$ cat config.mk
export PLATFORM = sky130hd
export DESIGN_NAME = fifo_uart_tx_flat
export DESIGN_NICKNAME = d
export VERILOG_FILES = /design/src/rtl/fifo_uart_tx_pkg.sv /design/src/rtl/fifo_uart_tx_if.sv /design/src/rtl/fifo_uart_tx_baud_gen.sv /design/src/rtl/fifo_uart_tx.sv /design/src/flat_wrapper.sv
export SDC_FILE = /design/constraint.sdc
export NUM_CORES = 1
export LEC_CHECK = 0
export CAP_MARGIN = 5
export CORE_MARGIN = 4
export CORE_UTILIZATION = 47
export DETAILED_ROUTE_END_ITERATION = 7
export PLACE_DENSITY_LB_ADDON = 0.12
export SLEW_MARGIN = 20
export SYNTH_ARGS = -nofsm -noshare
export SYNTH_HDL_FRONTEND = slang
export SYNTH_HIERARCHICAL = 1
export SYNTH_SLANG_ARGS = --single-unit
export TNS_END_PERCENT = 5
$ cat constraint.sdc
create_clock -name clk_50mhz -period 2.2 [get_ports clk_50mhz]
set_input_delay 0.22 -clock clk_50mhz [delete_from_list [all_inputs] [get_ports clk_50mhz]]
set_output_delay 0.22 -clock clk_50mhz [all_outputs]
set_load 0.005 [all_outputs]
$ cat src/rtl/fifo_uart_tx_pkg.sv
// Shared definitions for the FIFO-to-UART drain: FSM encoding and frame constants.
package fifo_uart_pkg;
    typedef enum logic [2:0] {
        ST_IDLE  = 3'd0,
        ST_POP   = 3'd1,
        ST_WAIT  = 3'd2,
        ST_START = 3'd3,
        ST_DATA  = 3'd4,
        ST_STOP  = 3'd5
    } state_e;

    localparam int CLKS_PER_BIT_DEFAULT = 434;
    localparam int FRAME_BITS           = 10;
    localparam int DATA_BITS            = FRAME_BITS - 2;
endpackage

$ cat src/rtl/fifo_uart_tx_if.sv
// FIFO read port plus serial line; master is the drain, slave is the FIFO/board side.
interface fifo_uart_tx_if;
    logic       fifo_empty;
    logic [7:0] fifo_dout;
    logic       fifo_rd_en;
    logic       uart_tx;
    logic       tx_busy;

    modport master (
        input  fifo_empty,
        input  fifo_dout,
        output fifo_rd_en,
        output uart_tx,
        output tx_busy
    );

    modport slave (
        output fifo_empty,
        output fifo_dout,
        input  fifo_rd_en,
        input  uart_tx,
        input  tx_busy
    );
endinterface

$ cat src/rtl/fifo_uart_tx_baud_gen.sv
// Bit-period counter: counts 0..CLKS_PER_BIT-1 and pulses bit_done_o on the last count.
module uart_baud_gen
    import fifo_uart_pkg::*;
#(
    parameter int CLKS_PER_BIT = CLKS_PER_BIT_DEFAULT
) (
    input  logic clk_i,
    input  logic rst_i,
    input  logic clr_i,
    output logic bit_done_o
);
    localparam int                CNT_W    = $clog2(CLKS_PER_BIT);
    localparam logic [CNT_W-1:0]  CNT_LAST = CNT_W'(CLKS_PER_BIT - 1);

    logic [CNT_W-1:0] cnt_q, cnt_d;

    always_comb begin
        if (clr_i || (cnt_q == CNT_LAST)) begin
            cnt_d = '0;
        end else begin
            cnt_d = cnt_q + 1'b1;
        end
    end

    always_ff @(posedge clk_i or posedge rst_i) begin
        if (rst_i) begin
            cnt_q <= '0;
        end else begin
            cnt_q <= cnt_d;
        end
    end

    assign bit_done_o = (cnt_q == CNT_LAST);
endmodule

$ cat src/rtl/fifo_uart_tx.sv
// Drains the FIFO one byte at a time and sends each byte as an 8N1 UART frame.
//
// state | meaning
// IDLE  | line high, waiting for a non-empty FIFO
// POP   | one-cycle read strobe to the FIFO
// WAIT  | FIFO data becomes valid, captured on exit
// START | start bit (line low) for one bit period
// DATA  | eight data bits, LSB first
// STOP  | stop bit (line high), then pop again or go idle
module fifo_uart_tx
    import fifo_uart_pkg::*;
#(
    parameter int CLKS_PER_BIT = CLKS_PER_BIT_DEFAULT
) (
    input  logic           clk_50mhz,
    input  logic           rst_btn,
    fifo_uart_tx_if.master bus
);
    localparam logic [2:0] LAST_BIT = 3'(DATA_BITS - 1);

    state_e     state_q, state_d;
    logic [7:0] shift_q, shift_d;
    logic [2:0] bit_cnt_q, bit_cnt_d;
    logic       bit_done;
    logic       baud_clr;
    logic       tx;

    uart_baud_gen #(
        .CLKS_PER_BIT (CLKS_PER_BIT)
    ) u_baud (
        .clk_i      (clk_50mhz),
        .rst_i      (rst_btn),
        .clr_i      (baud_clr),
        .bit_done_o (bit_done)
    );

    always_comb begin
        state_d   = state_q;
        shift_d   = shift_q;
        bit_cnt_d = bit_cnt_q;
        case (state_q)
            ST_IDLE: begin
                if (!bus.fifo_empty) state_d = ST_POP;
            end
            ST_POP: begin
                state_d = ST_WAIT;
            end
            ST_WAIT: begin
                state_d = ST_START;
                shift_d = bus.fifo_dout;
            end
            ST_START: begin
                if (bit_done) state_d = ST_DATA;
            end
            ST_DATA: begin
                if (bit_done) begin
                    shift_d   = {1'b0, shift_q[7:1]};
                    bit_cnt_d = bit_cnt_q + 3'd1;
                    if (bit_cnt_q == LAST_BIT) state_d = ST_STOP;
                end
            end
            ST_STOP: begin
                // fifo_empty is only looked at here and in IDLE
                if (bit_done) state_d = bus.fifo_empty ? ST_IDLE : ST_POP;
            end
            default: begin
                state_d = ST_IDLE;
            end
        endcase
    end

    // Restart the bit period on every state entry.
    assign baud_clr = (state_d != state_q);

    always_ff @(posedge clk_50mhz or posedge rst_btn) begin
        if (rst_btn) begin
            state_q   <= ST_IDLE;
            shift_q   <= '0;
            bit_cnt_q <= '0;
        end else begin
            state_q   <= state_d;
            shift_q   <= shift_d;
            bit_cnt_q <= bit_cnt_d;
        end
    end

    always_comb begin
        tx = 1'b1;
        case (state_q)
            ST_START: tx = 1'b0;
            ST_DATA:  tx = shift_q[0];
            default:  tx = 1'b1;
        endcase
    end

    assign bus.uart_tx    = tx;
    assign bus.fifo_rd_en = (state_q == ST_POP);
    assign bus.tx_busy    = (state_q != ST_IDLE);
endmodule

$ cat src/flat_wrapper.sv
// flat-port wrapper written by rule: the top's interface ports become plain ports
module fifo_uart_tx_flat import fifo_uart_pkg::*;
#(
    parameter int CLKS_PER_BIT = CLKS_PER_BIT_DEFAULT
)
  (clk_50mhz, rst_btn, bus_fifo_empty, bus_fifo_dout, bus_fifo_rd_en, bus_uart_tx, bus_tx_busy);
  fifo_uart_tx_if bus_i ();
  input  logic clk_50mhz;
  input  logic rst_btn;
  input wire logic [$bits(bus_i.fifo_empty)-1:0] bus_fifo_empty;
  input wire logic [$bits(bus_i.fifo_dout)-1:0] bus_fifo_dout;
  output wire logic [$bits(bus_i.fifo_rd_en)-1:0] bus_fifo_rd_en;
  output wire logic [$bits(bus_i.uart_tx)-1:0] bus_uart_tx;
  output wire logic [$bits(bus_i.tx_busy)-1:0] bus_tx_busy;
  assign bus_i.fifo_empty = bus_fifo_empty;
  assign bus_i.fifo_dout = bus_fifo_dout;
  assign bus_fifo_rd_en = bus_i.fifo_rd_en;
  assign bus_uart_tx = bus_i.uart_tx;
  assign bus_tx_busy = bus_i.tx_busy;
  fifo_uart_tx #(.CLKS_PER_BIT(CLKS_PER_BIT)) u_core (.clk_50mhz(clk_50mhz), .rst_btn(rst_btn), .bus(bus_i));
endmodule
==> out/results.txt <==
Run status: completed
Proportion of layout cells with a drive suffix above 1: 23.0%
Worst Skew: 0.0112 ns
Combinational power share: 44.2%
Number of rows in the core area: 18
Fin nets: 155
Most used routing layer: met2
Crit-path cells: nor2_1, a31oi_1, clkdlybuf4s50_1
Initial antenna violation count: 0
Total Power: 1.66 mW
R2R depth: 5
Sequential share of power: 44.2%
Final Instance Count excl. Fillers: 169
Clock input transition at the sequential cells of the worst setup and hold paths: 0.12 ns
Power density over cell area: 1090 nW/um2
Post-synthesis instance area: 1290 um2
Full die area: 3640 um2
CTS Root Cell: clkbuf_4
Global routing met3 resource utilization: 2.34%
Clock net sink count: 23
Mean cell area of the mapped netlist: 10.6 um2
Startpoint of the worst-slack reg-to-reg timing path: u_core/u_baud/cnt_q[6]$_DFF_PP0_
Total routed wirelength: 2.28 mm
Placed cell count: 165
H-tree depth: 1
Net switching share of the total power: 38.1%
Family with the most delay on the worst path: flip-flops
Number of hold violations in the final report: 0
CP endpoint kind: output pin
Placeable core region: 2540 um2
Final Core Density: 60.2%
Slowest Stage Delay on Critical Path: 0.65 ns
Net load switching power: 0.634 mW
Count of yosys warnings during synthesis: 6
Remaining Overflow, GRT: 0
Global-route wire length before repair: 3.95 mm
CTS tree: done
Drt drc: 0
PnR worst setup slack: 0.183 ns
Static leakage power: 0.664 nW
Cell types occupying the most area after synthesis: dfrtp_1, mux2_2, ha_1, inv_1, nor2_1
Number of nets in the synthesized netlist: 136
Number of synthesized flops with an enable pin: 0
Final ANT Viol Nets: 0
Port Buf Inserts: 13
Vias after detailed routing: 938
Count of TritonRoute iterations in the first routing pass: 4
Area taken by flip-flops and latches: 577 um2
Setup TNS Final: 0 ns
Setup CP Type: flip-flop to output pin
Routed wire per std cell: 13.5 um
Setup crit start kind: flip-flop
Ports placed on the boundary: 14
Period Utilization, post-route: 91.7%
Critical path data arrival time: 1.80 ns
Slowest CP cell: dfrtp_1
Achievable Freq: 496 MHz
Area share of the leading cell type in the synthesized netlist: 44.7%
Post-detailed-placement half-perimeter wirelength: 1.74 mm
Clock Power Share: 11.6%
Final antenna diode count: 0
Initial Util: 50.6%
Int Power: 1.03 mW
Worst-Margin Slew: 0.536 ns
Max-cap violations: 0
Area used by multi-input combinational logic: 684 um2
Largest net degree at the start of global routing: 17
Hold slack final: 0.192 ns
Reg2Reg Capture Point: u_core/shift_q[2]$_DFFE_PP0P_
Path type of the worst min-delay path: input pin to asynchronous set/reset pin
Die height: 60.3 um
Number of hold-repair buffers added at the cts stage: 0
# resized after CTS: 2
Maximum ir drop on the vdd rail: 0.834 mV
Proportion of synthesized flip-flops having asynchronous set or reset: 100%
Crit path max fanout: 15
Number of setup violations in the final report: 0
Final weighted congestion in routability-driven placement: 0.768
Area Growth Syn to Fin: 19.0%
Final Max Slew Viols: 0
Library cell with the largest summed area after synthesis: dfrtp_1
Number of buffer and inverter instances along the worst setup path: 1
Fillers: 226
Number of global-route vias before repair: 933
Dominant register cell in the synthesized netlist: dfrtp_1
Final design instance area without fill: 1530 um2
Flop-to-flop setup slack: 0.23 ns
Required time reported for the critical path endpoint: 1.98 ns
Setup Slack @ Placement: -0.0405 ns
Yosys reg bits: 23
Total routing usage reported by global routing: 14.4%
Post-layout min period: 2.02 ns
RSZ-0062 raised after global routing: false
Global-route met2 utilization: 23.5%
Setup Fix Bufs, Post-CTS: 0
Vias per std cell: 5.55
Number of CTS-inserted buffers: 3
Clk Latency, worst-skew pair: 0.31 ns
Max-slew headroom at the worst pin: 64.3%
Horizontal extent of the die: 60.3 um
Number of distinct library cells after synthesis: 38
First-iteration detailed-routing DRC count: 40
Maximum buffer depth of the clock tree: 2
Standard cell area after detailed placement: 1480 um2
GR Layer Usage met1: 18.8%
Part of the Yosys area used for sequential elements: 44.7%
Count of mapped cells out of synthesis: 121
## how the worst max path moves through the flow
stage                     slack [ns]  depth (start not counted)                        startpoint                               end
final                           0.18                          3       u_core/state_q[1]$_DFF_PP0_                       bus_uart_tx
after global routing            0.05                          3       u_core/state_q[1]$_DFF_PP0_                       bus_uart_tx
after CTS                       0.09                          3       u_core/state_q[0]$_DFF_PP0_                       bus_uart_tx
after detailed placement       -0.04                          5  u_core/u_baud/cnt_q[6]$_DFF_PP0_     u_core/shift_q[2]$_DFFE_PP0P_
after global placement          0.04                          5  u_core/u_baud/cnt_q[6]$_DFF_PP0_     u_core/shift_q[3]$_DFFE_PP0P_
after floorplan                 0.13                          9  u_core/u_baud/cnt_q[2]$_DFF_PP0_  u_core/u_baud/cnt_q[2]$_DFF_PP0_
## layout by cell type, fill, tap and decap left out, types with 2 or more instances in the layout
master,count
o21ai_0,3
nor3b_1,2
nand2b_1,4
a21oi_1,5
buf_4,6
or3_1,3
mux2_2,14
clkdlybuf4s50_1,13
inv_1,8
mux2i_1,2
a31oi_1,4
clkbuf_4,3
nand2_1,7
dfrtp_1,22
nand3_1,4
nand3b_1,3
nor2_1,8
xnor2_1,2
ha_1,4
xor2_1,2
## synth_stat cells, types with 2 or more instances
cell type	instances
dfrtp_1	23
mux2_2	14
inv_1	8
nor2_1	8
nand2_1	7
a21oi_1	5
a31oi_1	4
ha_1	4
nand2b_1	4
nand3_1	4
nand3b_1	3
o21ai_0	3
or3_1	3
buf_2	2
clkbuf_1	2
mux2i_1	2
nor3b_1	2
xnor2_1	2
xor2_1	2
## sequential cells by signal (all words and copies together) (netlist names)
register / flops
u_core/u_baud/cnt_q: 9
u_core/bit_cnt_q: 3
u_core/state_q: 3
u_core/shift_q: 8
## logic make-up after synthesis
| family | Yosys count | share of synthesized area [%] |
|---|---|---|
| xor gates and xnor gates | 4 | 2.72 |
| DFF | 23 | 44.7 |
| AOI/OAI and AO/OA | 22 | 12.6 |
| buffers and inverters | 13 | 4.08 |
| and+or+nand+nor | 39 | 18.2 |
| muxes | 16 | 13.8 |
| adders and majority gates | 4 | 3.89 |
## cell type report
class	count	share of cell area, %
clock buffer	3	1.47
clock inverter	1	0.327
inverter	8	1.96
multi-input combinational	85	44.7
sequential	23	37.7
tap	30	2.45
timing repair buffer	19	11.4
## routing by layer
layer | share of wire (%) | wire [um] | vias to the layer above
met3 | 3.6 | 83 | 2
met1 | 48 | 1090 | 453
met5 | 0 | 0 | -
li1 | - | - | 475
met2 | 48 | 1090 | 8
met4 | 0.66 | 15 | 0
## power groups by stage
stage | Clock (mW) | Sequential [mW] | Combinational [mW]
floorplan | 0 | 0.693 | 0.534
global placement | 0 | 0.731 | 0.687
detailed placement | 0 | 0.740 | 0.705
CTS | 0.205 | 0.732 | 0.717
global route | 0.220 | 0.764 | 0.824
finish | 0.194 | 0.735 | 0.734
Power figures use the tool's default switching activity.
